<file path="config.mk">
export PLATFORM = sky130hd
export DESIGN_NAME = count_display_driver
export DESIGN_NICKNAME = d
export VERILOG_FILES = /design/src/rtl/count_display_driver.sv
export SDC_FILE = /design/constraint.sdc
export NUM_CORES = 1
export LEC_CHECK = 0
export CAP_MARGIN = 40
export CORE_MARGIN = 4
export CORE_UTILIZATION = 54
export DETAILED_ROUTE_END_ITERATION = 7
export PLACE_DENSITY = 0.82
export SETUP_SLACK_MARGIN = 0.02
export SYNTH_ARGS = -nofsm -noshare
export SYNTH_HDL_FRONTEND = slang
export SYNTH_SLANG_ARGS = --single-unit
</file>
<file path="constraint.sdc">
create_clock -name clk_in -period 6.55 [get_ports clk_in]
set_clock_uncertainty 0.05 [all_clocks]
set_input_delay 0.9825 -clock clk_in [delete_from_list [all_inputs] [get_ports clk_in]]
set_output_delay 0.9825 -clock clk_in [all_outputs]
set_load 0.05 [all_outputs]
</file>
<file path="src/rtl/count_display_driver.sv">
// Binary-to-decimal display driver: sequential double-dabble conversion feeding a
// multiplexed three-digit common-anode seven-segment scan. Optional: LEADING_ZERO_BLANK_EN.
module count_display_driver #(
    parameter int unsigned SCAN_DIV = 50000
) (
    input  logic        clk_in,
    input  logic        rst,
    input  logic [7:0]  value_in,
    output logic [6:0]  seg_out,
    output logic [2:0]  an_out,
    output logic [11:0] bcd_out,
    output logic        busy
);

    localparam logic [1:0] IDLE  = 2'd0;
    localparam logic [1:0] SHIFT = 2'd1;
    localparam logic [1:0] DONE  = 2'd2;

    localparam int unsigned PW = (SCAN_DIV > 1) ? $clog2(SCAN_DIV) : 1;
    localparam logic [PW-1:0] PRESC_MAX = PW'(SCAN_DIV - 1);

    logic [1:0]    state_q;
    logic [7:0]    last_val_q;
    logic [7:0]    shift_q;
    logic [11:0]   scratch_q;
    logic [2:0]    bit_cnt_q;
    logic [11:0]   adj;
    logic [19:0]   dd_next;
    logic [PW-1:0] presc_q;
    logic [1:0]    digit_q;
    logic [3:0]    nibble;
    logic          blank;
    logic [2:0]    an_next;
    logic [6:0]    seg_next;

    // Add-3 correction on each BCD nibble, then shift scratch and binary together.
    always_comb begin
        adj = scratch_q;
        for (int i = 0; i < 3; i++) begin
            if (scratch_q[4*i +: 4] >= 4'd5) begin
                adj[4*i +: 4] = scratch_q[4*i +: 4] + 4'd3;
            end
        end
        dd_next = {adj, shift_q} << 1;
    end

    always_ff @(posedge clk_in or posedge rst) begin
        if (rst) begin
            state_q    <= IDLE;
            last_val_q <= 8'd0;
            shift_q    <= 8'd0;
            scratch_q  <= 12'd0;
            bit_cnt_q  <= 3'd0;
            bcd_out    <= 12'h000;
            busy       <= 1'b0;
        end else begin
            case (state_q)
                IDLE: begin
                    if (value_in != last_val_q) begin
                        shift_q    <= value_in;
                        last_val_q <= value_in;
                        scratch_q  <= 12'd0;
                        bit_cnt_q  <= 3'd0;
                        busy       <= 1'b1;
                        state_q    <= SHIFT;
                    end
                end
                SHIFT: begin
                    {scratch_q, shift_q} <= dd_next;
                    bit_cnt_q            <= bit_cnt_q + 3'd1;
                    if (bit_cnt_q == 3'd7) begin
                        state_q <= DONE;
                    end
                end
                DONE: begin
                    bcd_out <= scratch_q;
                    busy    <= 1'b0;
                    state_q <= IDLE;
                end
                default: state_q <= IDLE;
            endcase
        end
    end

    always_ff @(posedge clk_in or posedge rst) begin
        if (rst) begin
            presc_q <= '0;
            digit_q <= 2'd0;
        end else if (presc_q == PRESC_MAX) begin
            presc_q <= '0;
            digit_q <= (digit_q == 2'd2) ? 2'd0 : digit_q + 2'd1;
        end else begin
            presc_q <= presc_q + 1'b1;
        end
    end

    always_comb begin
        case (digit_q)
            2'd0:    begin nibble = bcd_out[3:0];  an_next = 3'b110; end
            2'd1:    begin nibble = bcd_out[7:4];  an_next = 3'b101; end
            default: begin nibble = bcd_out[11:8]; an_next = 3'b011; end
        endcase
`ifdef LEADING_ZERO_BLANK_EN
        blank = ((digit_q == 2'd2) && (bcd_out[11:8] == 4'd0)) ||
                ((digit_q == 2'd1) && (bcd_out[11:4] == 8'd0));
`else
        blank = 1'b0;
`endif
        case (nibble)
            4'd0:    seg_next = 7'b1000000;
            4'd1:    seg_next = 7'b1111001;
            4'd2:    seg_next = 7'b0100100;
            4'd3:    seg_next = 7'b0110000;
            4'd4:    seg_next = 7'b0011001;
            4'd5:    seg_next = 7'b0010010;
            4'd6:    seg_next = 7'b0000010;
            4'd7:    seg_next = 7'b1111000;
            4'd8:    seg_next = 7'b0000000;
            4'd9:    seg_next = 7'b0010000;
            default: seg_next = 7'b1111111;
        endcase
        if (blank) begin
            seg_next = 7'b1111111;
        end
    end

    always_ff @(posedge clk_in or posedge rst) begin
        if (rst) begin
            an_out  <= 3'b110;
            seg_out <= 7'b1000000;
        end else begin
            an_out  <= an_next;
            seg_out <= seg_next;
        end
    end

endmodule
</file>
# == Word-level counts from Yosys, hierarchy flattened ==
# Memory sizes are Yosys's and may differ from the RTL's. A register that Yosys moved wholly into a read port is not among the register bits.
# Cells that the tools add are included.
# totals
out_inout_bits,23
mem_count,1
reg_bits,67
input_bits,10
rom_bits,112
# op_classes
reduce_logical,8
addsub,6
mux,18
magnitude_cmp,3
n_eq_ne,9
# mem_list
memory,words,width,rd,rd_clocked_by_memory_dff,write_ports,line_no,rtl
(no name shown),16,7,1,1,0,109,case (nibble)
# ops
op,count
12-bit case mux with 2 select lines,1
"16-bit by 1-bit adder with 16-bit output, second input constant",1
"16-bit == test, second input constant",1
16-bit two-way mux,1
8-bit case mux with 2 select lines,1
"4-bit by 3-bit greater-or-equal comparator with 1-bit output, second input constant",3
12-bit two-way mux,1
3-bit case mux with 2 select lines,2
"4-bit by 2-bit adder with 4-bit output, second input constant",2
4-bit two-way mux,2
8-bit two-way mux,1
8-bit != test,1
4-bit case mux with 2 select lines,1
2-bit AND reduction,4
2-bit two-way mux,3
3-bit two-way mux,2
"2-bit by 1-bit == test with 1-bit output, second input constant",2
"2-bit == test, second input constant",2
2-bit logical NOT,2
"2-bit != test, second input constant",2
2-bit case mux with 2 select lines,1
2-bit nonzero test,2
"3-bit by 1-bit adder with 3-bit output, second input constant",1
"3-bit by 2-bit adder with 3-bit output, second input constant",1
other kinds (4),4

# == Logic depth before layout (Yosys ltp) ==
# Gate-level depths: netlist (run 1).
# depth
ltp_word,3
ltp_mapped,7

# == Worst setup path after synthesis (run 1) ==
# No wires, ideal clock.
# synth_timing
kind,input-to-reg
startpoint,input value_in[3]
endpoint,register shift_q[7]
arrival_time_ps,2181
t_required_ps,6374
stages,5
setup_ps,126
setup_slack_ps,4193
path_cell_list,xor2_1 nor4_2 a211oi_4 buf_6 a221o_1
# synth_between
elab_chain_cells,3
# synth_rtl
item,line_no,rtl
"start, declared",8,"input logic [7:0] value_in,"
8-bit != test,59,if (value_in != last_val_q) begin
2-bit != test (no source line),n/a,
2-bit AND reduction (no source line),n/a,
"end signal, assigned",60,shift_q <= value_in;
"end signal, assigned",69,"{scratch_q, shift_q} <= dd_next;"
"end, declared",24,logic [7:0] shift_q;
# No other way between the ends.
# A chain may end at the register's enable or synchronous reset.

# == Final worst setup path (run 1) ==
# layout_timing
startpoint,input value_in[6]
endpoint,register last_val_q[5]
# layout_between
elab_chain_cells,2
# layout_rtl
item,line_no,rtl
8-bit != test,59,
2-bit AND reduction (no source line),n/a,
"end signal, assigned",61,last_val_q <= value_in;
"end, declared",23,logic [7:0] last_val_q;
# No other way between the ends.

==> summary.txt, run 1 <==
Clock tree
  • # resized after CTS: 0
  • Root buf cell: clkbuf_8
  • Post-CTS setup repair buffer count: 0
  • Clk pin slew, worst setup/hold paths: 0.07 ns
  • Number of CTS-inserted buffers: 9
  • CTS Sinks: 74
  • Clk buf depth: 2
  • Htree depth: 3
  • CTS tree: built
  • Clock Latency Late Sink: 0.34 ns
  • Post-CTS Hold Buffers: 0

Cells and area
  • Area of the multi-input gates: 1510 sq um
  • Final core utilization: 67.30%
  • Area Overhead vs Synth: 17.82%
  • N_diodes: 0
  • Register area: 1856 sq um
  • Filler cells: 461
  • Non-filler instance count after layout: 404
  • Fin nets: 347
  • Share of cells above drive strength 1: 15.20%

Pwr
  • Pwr dens: 479.3 nW/um^2
  • Pleak: 1.821 nW
  • Peak supply drop: 314.0 uV

Global route
  • GRT Total Usage: 18.32%
  • Vias in the first global route: 2,317
  • First-pass GRT wire length: 10.93 mm
  • Overflow after GRT: 0
  • Largest net degree at the start of global routing: 43
  • Initial antenna violation count: 0

Worst setup path
  • Req. time, crit path: 6.73 ns
  • Crit-path max cell delay: 0.68 ns
  • Worst setup path class: input pin to register
  • CP Max Fanout: 17
  • Cells along the critical path: clkdlybuf4s50_1 -> xor2_1 -> nor4_2 -> a211oi_4 -> mux2_2
  • Slowest cell on crit path: a211oi_4
  • CP endpoint kind: register
  • Crit path arrival time: 2.89 ns
  • Setup crit start kind: input pin

Detailed routing
  • Via Count: 2,258
  • Per-cell routed wire length: 15.25 microns
  • DRT Pass-1 Iters: 4
  • Antenna Nets Post-Route: 0
  • Starting DRT DRC Count: 84
  • Drc violations: 0
  • Final WL: 6.162 mm
  • Vias per cell: 5.589

Logic synthesis
  • Mapped Area: 3462 sq um
  • Yosys warnings: 0
  • Largest cells by area after synthesis: dfrtp_1, mux2_2, ha_1
  • Post-synth EDFFs: 0
  • Commonest cells in the netlist: dfrtp_1, mux2_2, nand2_1, xor2_1, inv_1
  • Synthesized instance count: 287
  • Most common cell in the synthesized netlist: dfrtp_1
  • Synthesized flop and latch total: 74
  • Net count after synthesis: 309
  • Largest area contributor in the netlist: dfrtp_1
  • Post-synth top area share: 51.32%
  • FFs w/ async S/R, synth: 100.0%
  • Synthesized area per cell: 12.06 sq um
  • Netlist cell types: 40
  • Top FF cell, synth: dfrtp_1
  • Seq/Total Area, Yosys: 53.60%

Timing
  • Max Slew Vio Count: 0
  • Post-route clock period utilization: 41.38%
  • Hold_ws: 0.4244 ns
  • Final hold viol count: 0
  • Minimum clock period: 2.711 ns
  • Worst rel slew slack: 50.07%
  • Post-route setup slack: 3.839 ns
  • Setup violators final: 0
  • RSZ-0062 raised after global routing: no
  • Worst Tran Pin Value: 0.7465 ns
  • Setup TNS: 0 ns
  • F_max: 368.9 MHz

Floorplanning
  • Core Rows: 28
  • Die area: 7756 sq um
  • Die width: 88.07 microns
  • Io pins: 33
  • Initial Utilization: 57.12%
  • Core Footprint: 6061 sq um
  • Die Ht: 88.07 microns

Place
  • Post-Place Cells: 389
  • Port buffer count: 32
  • Routability congestion estimate: 0.7624
  • Post-Place Worst Slack: 3.472 ns
  • DP Wirelength: 4.383 mm

Worst hold path
  • Hold/Removal Path Class: register to register

Outcome
  • Outcome: finished clean

Flow run
  • Max cap viols: 0
worst max-delay path, delay by kind of cell:
family | cells | cell delay, ns
simple gates | 1 | 0.09
compound gates | 1 | 0.68
mux | 1 | 0.41
xor+xnor | 1 | 0.21
buf+inv | 1 | 0.52
metrics by stage:
| step | total power, mW | cell area (sq um) |
|---|---|---|
| global route | 2.093 | 4079 |
| global placement | 1.554 | 3836 |
| CTS | 1.975 | 4079 |
| floorplan | 1.361 | 3462 |
| detailed placement | 1.607 | 3875 |
| finish | 1.955 | 4079 |
power by group:
| group | switching (mW) | internal, mW | total [mW] |
|---|---|---|---|
| combinational | 0.491 | 0.376 | 0.867 |
| sequential | 0.117 | 0.610 | 0.727 |
| clock | 0.156 | 0.205 | 0.361 |
flip-flops by register name, summed over array words and instances, names as in the netlist:
signal and cells:
shift_q 8, seg_out 7, an_out 3, presc_q 16, state_q 2, scratch_q 12
bit_cnt_q 3, busy 1, bcd_out 12, digit_q 2, last_val_q 8
layout by cell type, fill, tap and decap left out, types with 2 or more instances in the layout:
cell type / netlist / final
a211o_1: 3 / 3
a21oi_1: 7 / 7
a221o_1: 7 / 7
a22o_1: 9 / 9
a31oi_1: 2 / 2
and2_1: 9 / 9
and3_1: 5 / 5
and4_1: 3 / 3
buf_4: 0 / 2
clkbuf_8: 0 / 12
clkdlybuf4s50_1: 0 / 32
dfrtp_1: 71 / 71
dfstp_2: 3 / 3
ha_1: 12 / 12
inv_1: 13 / 12
mux2_2: 22 / 22
mux2i_1: 11 / 11
nand2_1: 15 / 15
nand2b_1: 6 / 6
nand3_1: 8 / 8
nand4_1: 4 / 4
nor2_1: 9 / 9
nor2b_1: 3 / 3
nor3_1: 5 / 5
nor4_2: 2 / 2
nor4b_1: 4 / 4
nor4bb_1: 2 / 2
o21a_1: 2 / 2
o21ai_0: 8 / 8
o2bb2ai_1: 2 / 2
xnor2_1: 8 / 8
xor2_1: 15 / 15
routing by layer:
metal | part of all wire (%) | vias up | track usage [%]
met3 | 3.8 | 13 | 4.892
li1 | - | 1101 | -
met1 | 45 | 1106 | 22.89
met4 | 1.7 | 0 | 6.319
met2 | 50 | 38 | 30.89
met5 | 0 | - | 0
logic make-up (layout without fill, tap and decap cells):
logic type	count (synthesis)	after routing	share of synthesized area [%]
AOI/OAI and AO/OA	47	47	10.48
xor gates and xnor gates	23	23	5.819
adders and majority gates	12	12	4.337
buffers and inverters	22	64	2.783
DFF	74	74	53.60
muxes	33	33	10.34
and+or+nand+nor	76	76	12.65
cell type report:
type / instances / share of cell area [%]
tap: 75 / 2.301
clock inverter: 2 / 0.8589
inverter: 13 / 1.196
sequential: 74 / 45.49
clock buffer: 13 / 4.141
multi-input combinational: 191 / 37.02
timing repair buffer: 36 / 8.988
worst paths after layout:
kind,slack [ns],depth (start not counted),end,from
setup / recovery,3.84,5,last_val_q[5],value_in[6]
hold / removal,0.42,1,presc_q[15],presc_q[15]
setup reg to reg,4.61,6,seg_out[0],digit_q[0]
hold reg to reg,0.42,1,presc_q[15],presc_q[15]
max in group asynchronous,4.85,4,an_out[1],rst
min in group asynchronous,0.98,3,presc_q[13],rst
Note: power is estimated with default switching activity, not from simulation.
==> run 2, diff against run 1 <==
Settings changed: CORE_UTILIZATION 54 to 51, PLACE_DENSITY 0.82 to 0.81.
Clock period 6.55 ns to 2.45 ns, I/O delays scaled along.
==> summary.txt, run 2 (same netlist as run 1, synthesis figures left out) <==
Global route
  • Overflow after GRT: 0 (unchanged)
  • First-pass GRT wire length: 10.72 mm (-2.0%)
  • GRT Total Usage: 16.24% (-2.1 points)
  • Vias in the first global route: 2,253 (-2.8%)
  • Initial antenna violation count: 0 (unchanged)
  • Largest net degree at the start of global routing: 75 (+74%)

Cells and area
  • Non-filler instance count after layout: 408 (+0.99%)
  • Area Overhead vs Synth: 18.29%
  • Fin nets: 348 (+0.29%)
  • Most frequent cells in the layout: dfrtp_1, clkdlybuf4s50_1, mux2_2
  • Design Area, Final: 4095 sq um (+0.40%)
  • Filler cells: 506 (+9.8%)
  • Top flop regs: presc_q (16), bcd_out (12), scratch_q (12)
  • Largest Register: presc_q
  • Final core utilization: 63.41% (-3.9 points)
  • N_diodes: 0 (unchanged)
  • Commonest non-fill, non-tap cell in the layout: dfrtp_1
  • Share of cells above drive strength 1: 16.01% (+0.81 points)
  • Max reg flops: 16 (unchanged)

Worst setup path
  • Slowest cell on crit path: a211oi_4
  • CP Max Fanout: 17 (unchanged)
  • Reg2Reg Capture Point: last_val_q[0]
  • Req. time, crit path: 2.63 ns (-4.10 ns)
  • R2R Setup Slk: 0.48 ns (-4.13 ns)
  • Worst setup path class: input pin to register
  • Worst r2r src: last_val_q[7]
  • Crit-path max cell delay: 0.69 ns (about the same)
  • Cells along the critical path: clkdlybuf4s50_1 -> xor2_1 -> nor4_2 -> a211oi_4 -> mux2_2
  • Crit path arrival time: 2.30 ns (-0.59 ns)
  • Setup crit start kind: input pin
  • Reg2reg path depth: 4 (-2)
  • CP endpoint kind: register

Floorplanning
  • Core Rows: 29 (+3.6%)
  • Die width: 90.39 microns (+2.6%)
  • Die area: 8170 sq um (+5.3%)
  • Initial Utilization: 53.60% (-3.5 points)
  • Die Ht: 90.39 microns (+2.6%)
  • Io pins: 33 (unchanged)
  • Core Footprint: 6459 sq um (+6.6%)

Timing
  • Post-route clock period utilization: 86.52%
  • Setup TNS: 0 ns (unchanged)
  • Minimum clock period: 2.120 ns
  • Hold_ws: 0.3463 ns (-0.07815 ns)
  • Max Slew Vio Count: 0 (unchanged)
  • Worst Tran Pin Value: 0.7685 ns (+0.02195 ns)
  • F_max: 471.8 MHz
  • Post-route setup slack: 0.3302 ns (-3.509 ns)
  • Setup violators final: 0 (unchanged)
  • Final hold viol count: 0 (unchanged)
  • Worst rel slew slack: 48.60% (-1.5 points)
  • RSZ-0062 raised after global routing: no

Clock tree
  • # resized after CTS: 0 (unchanged)
  • Root buf cell: clkbuf_8
  • Clk buf depth: 2 (unchanged)
  • CTS Sinks: 74 (unchanged)
  • Post-CTS Hold Buffers: 0 (unchanged)
  • Clock Latency Late Sink: 0.34 ns (about the same)
  • Htree depth: 3 (unchanged)
  • CTS tree: built
  • Number of CTS-inserted buffers: 9 (unchanged)
  • Clk pin slew, worst setup/hold paths: 0.08 ns (about the same)
  • Post-CTS setup repair buffer count: 0 (unchanged)

Pwr
  • Pwr dens: 1275 nW/um^2 (+170%)
  • Peak supply drop: 716.7 uV (+130%)
  • Pleak: 1.832 nW (+0.62%)
  • Tot Pwr: 5.223 mW (+170%)

Place
  • DP Wirelength: 4.197 mm (-4.2%)
  • Post-Place Worst Slack: -0.03581 ns (-3.508 ns)
  • Port buffer count: 32 (unchanged)
  • Routability congestion estimate: 0.7485 (-1.8%)
  • Dpl cell area: 3881 sq um (+0.16%)
  • Post-Place Cells: 392 (+0.77%)

Detailed routing
  • Vias per cell: 5.681 (+1.7%)
  • Per-cell routed wire length: 14.89 microns (-2.3%)
  • Starting DRT DRC Count: 60 (-29%)
  • Antenna Nets Post-Route: 0 (unchanged)
  • DRT Pass-1 Iters: 4 (unchanged)
  • Final WL: 6.077 mm (-1.4%)
  • Via Count: 2,318 (+2.7%)
  • Drc violations: 0 (unchanged)

Outcome
  • Outcome: finished clean

Worst hold path
  • Hold/Removal Path Class: input pin to async pin

Flow run
  • Max cap viols: 0 (unchanged)
-- run 2: cell types whose count changed in the layout (fill, tap and decap cells not counted) --
cell / change
buf_6: -1
clkinv_4: +1
buf_4: +2
clkinv_2: +1
clkbuf_1: -1
-- run 2: critical path: cells and delay by family --
kind | cells | cell delay [ns]
buffers and inverters | 1 | 0.51
AND/OR/NAND/NOR | 1 | 0.09
multiplexers | 1 | 0.42
XOR/XNOR | 1 | 0.21
AO/OA/AOI/OAI | 1 | 0.69
-- run 2: power breakdown --
group / leakage, nW / switching (mW) / internal (mW)
clock: 0.112 / 0.429 / 0.552
combinational: 0.794 / 1.30 / 1.00
sequential: 0.925 / 0.309 / 1.63
-- run 2: worst max-delay path by stage --
stage,cells after the start,endpoint,startpoint,slack [ns]
detailed placement,5,last_val_q[0],value_in[7],-0.04
floorplan,1,an_out[0],rst,0.16
global route,5,last_val_q[2],value_in[3],0.26
CTS,5,last_val_q[0],value_in[7],0.34
finish,5,last_val_q[0],value_in[7],0.33
global placement,5,last_val_q[7],value_in[7],0.04
-- run 2: cell type report --
type                    count  area, sq um  area share [%]
multi-input cells         191         1510           36.88
clock buffers              12        165.2           4.033
clock inverters             4        48.80           1.192
inverters                  13        48.80           1.192
repair buffers             37        370.4           9.044
flip-flops and latches     74         1856           45.31
well taps                  77        96.34           2.353
-- run 2: layer usage --
layer / wire, microns / vias to the layer above / track usage, % / part of all wire [%]
met5: 0 / - / 0 / 0
met4: 85 / 0 / 6.250 / 1.4
met3: 285 / 8 / 5.667 / 4.7
met2: 3047 / 48 / 26.94 / 50
met1: 2659 / 1160 / 19.41 / 44
li1: - / 1102 / - / -
==> run 3, diff against run 2 <==
Settings changed: CORE_UTILIZATION 51 to 53, CTS_BUF_LIST from default to sky130_fd_sc_hd__clkbuf_8, PLACE_DENSITY 0.81 to 0.84.
==> summary.txt, run 3 (same netlist as run 1, synthesis figures left out) <==
Worst setup path
  • CP Max Fanout: 1 (-16)
  • Crit-path max cell delay: 0.79 ns (+0.10 ns)
  • Crit path arrival time: 1.66 ns (-0.64 ns)
  • CP endpoint kind: output port
  • Setup crit start kind: register
  • Req. time, crit path: 2.03 ns (-0.60 ns)
  • Buffers and inverters on the worst path: 1 (unchanged)
  • Worst setup path class: register to output port
  • Slowest cell on crit path: clkdlybuf4s50_1
  • CP delay by family, top: buffers and inverters
  • Cells along the critical path: clkdlybuf4s50_1

Clock tree
  • # resized after CTS: 0 (unchanged)
  • Post-CTS Hold Buffers: 0 (unchanged)
  • Htree depth: 3 (unchanged)
  • Clock Latency Late Sink: 0.35 ns (about the same)
  • CTS tree: built
  • Post-CTS setup repair buffer count: 0 (unchanged)
  • Clk buf depth: 2 (unchanged)
  • Number of CTS-inserted buffers: 9 (unchanged)
  • Clk pin slew, worst setup/hold paths: 0.08 ns (about the same)
  • CTS Sinks: 74 (unchanged)
  • Root buf cell: clkbuf_8

Cells and area
  • Fin nets: 349 (+0.29%)
  • Share of cells above drive strength 1: 16.27% (+0.25 points)
  • Design Area, Final: 4094 sq um (about the same)
  • Commonest non-fill, non-tap cell in the layout: dfrtp_1
  • Top flop regs: presc_q (16), bcd_out (12), scratch_q (12)
  • Largest Register: presc_q
  • Max reg flops: 16 (unchanged)
  • N_diodes: 0 (unchanged)
  • Most frequent cells in the layout: dfrtp_1, clkdlybuf4s50_1, mux2_2
  • Area Overhead vs Synth: 18.25% (about the same)

Pwr
  • Pwr dens: 1268 nW/um^2 (-0.57%)
  • Peak supply drop: 1070 uV (+49%)
  • P_sw: 2.059 mW (+1.2%)
  • Combinational Power Share: 44.9% (+0.8 points)
  • Switching share of power: 39.66% (+0.70 points)
  • Flop pwr share: 37.6% (+0.4 points)
  • Internal power: 3.133 mW (-1.7%)
  • Clk pwr share: 17.6% (-1.2 points)
  • Pleak: 1.822 nW (-0.53%)

Global route
  • Routing usage on met1: 21.51% (+2.1 points)
  • Grt peak-use layer: met2
  • GRT Total Usage: 16.82% (+0.58 points)
  • M3 GR Usage: 5.959% (+0.29 points)
  • First-pass GRT wire length: 10.21 mm (-4.7%)
  • Largest net degree at the start of global routing: 65 (-13%)
  • Overflow after GRT: 0 (unchanged)
  • Vias in the first global route: 2,201 (-2.3%)
  • Initial antenna violation count: 0 (unchanged)
  • Met2 Usage GRT: 27.33% (+0.38 points)

Place
  • Routability congestion estimate: 0.8399 (+12%)
  • DP Wirelength: 4.247 mm (+1.2%)
  • Dpl cell area: 3901 sq um (+0.52%)
  • Port buffer count: 32 (unchanged)

Timing
  • Minimum clock period: 2.074 ns (-0.04580 ns)
  • Post-route clock period utilization: 84.65% (-1.9 points)
  • Final hold viol count: 0 (unchanged)
  • Max Slew Vio Count: 0 (unchanged)
  • Setup violators final: 0 (unchanged)
  • F_max: 482.2 MHz (+2.2%)
  • Setup TNS: 0 ns (unchanged)
  • Worst Tran Pin Value: 0.6849 ns (-0.08356 ns)
  • RSZ-0062 raised after global routing: no
  • Worst rel slew slack: 54.19% (+5.6 points)

Detailed routing
  • DRT Pass-1 Iters: 4 (unchanged)
  • Per-cell routed wire length: 14.74 microns (-1.0%)
  • Final WL: 6.030 mm (-0.77%)
  • Via Count: 2,297 (-0.91%)
  • Antenna Nets Post-Route: 0 (unchanged)
  • Drc violations: 0 (unchanged)
  • Starting DRT DRC Count: 89 (+48%)
  • Vias per cell: 5.616 (-1.1%)

Floorplanning
  • Core Rows: 29 (unchanged)
  • Die area: 7889 sq um (-3.4%)
  • Die width: 88.82 microns (-1.7%)
  • Core Footprint: 6350 sq um (-1.7%)
  • Io pins: 33 (unchanged)
  • Die Ht: 88.82 microns (-1.7%)
  • Initial Utilization: 54.52% (+0.92 points)

Worst hold path
  • Hold/Removal Path Class: input pin to async pin

Flow run
  • Max cap viols: 0 (unchanged)

Outcome
  • Outcome: finished clean
run 3: cell count changes in the layout (fill, tap and decap cells not counted):
| cell | previous run | this run |
|---|---|---|
| buf_12 | 1 | 2 |
| clkbuf_8 | 12 | 9 |
| clkinv_2 | 2 | 3 |
| clkinv_4 | 1 | 0 |
| clkinvlp_4 | 0 | 2 |
| inv_6 | 0 | 1 |
run 3: worst paths after layout:
| kind | start | end | slack [ns] | cells after the start |
|---|---|---|---|---|
| max | seg_out[6] | seg_out[6] | 0.38 | 1 |
| min | rst | presc_q[6] | 0.21 | 2 |
| max reg2reg | last_val_q[7] | last_val_q[0] | 0.55 | 4 |
| min reg2reg | presc_q[0] | presc_q[0] | 0.44 | 1 |
| max in group asynchronous | rst | seg_out[6] | 1.50 | 3 |
| min in group clk_in | presc_q[0] | presc_q[0] | 0.44 | 1 |
run 3: area by class of cell:
cell class	instances	area, sq um
clock inverter	7	68.82
sequential	74	1856
fill	470	2256
inverter	13	48.80
timing repair buffer	38	390.4
tap	77	96.34
multi-input combinational	191	1510
clock buffer	9	123.9
run 3: metal layers:
metal / routed length (microns) / vias up
met2: 2987 / 43
met4: 61 / 0
met3: 275 / 5
li1: - / 1108
met1: 2705 / 1141
met5: 0 / -
run 3: stage by stage:
step | setup slack, ns | instances | hold WS [ns] | utilization, % | total power [mW]
finish | 0.3760 | 409 | 0.2141 | 64.47 | 5.192
global route | 0.3222 | 409 | 0.2236 | 64.47 | 5.523
CTS | 0.3560 | 409 | 0.2130 | 64.47 | 5.239
detailed placement | 0.04238 | 393 | 0.4157 | 61.44 | 4.311
global placement | 0.06960 | 393 | 0.4084 | 61.44 | 4.214
floorplan | 0.1558 | 287 | 0.3885 | - | 3.637
run 3: power groups by stage:
stage	Combinational, mW	Clock (mW)	Sequential [mW]
6_report	2.33	0.912	1.95
5_1_grt	2.55	0.981	2.00
3_3_place_gp	2.26	0	1.95
3_5_place_dp	2.34	0	1.97
4_1_cts	2.35	0.936	1.95
2_1_floorplan	1.23	0	2.40
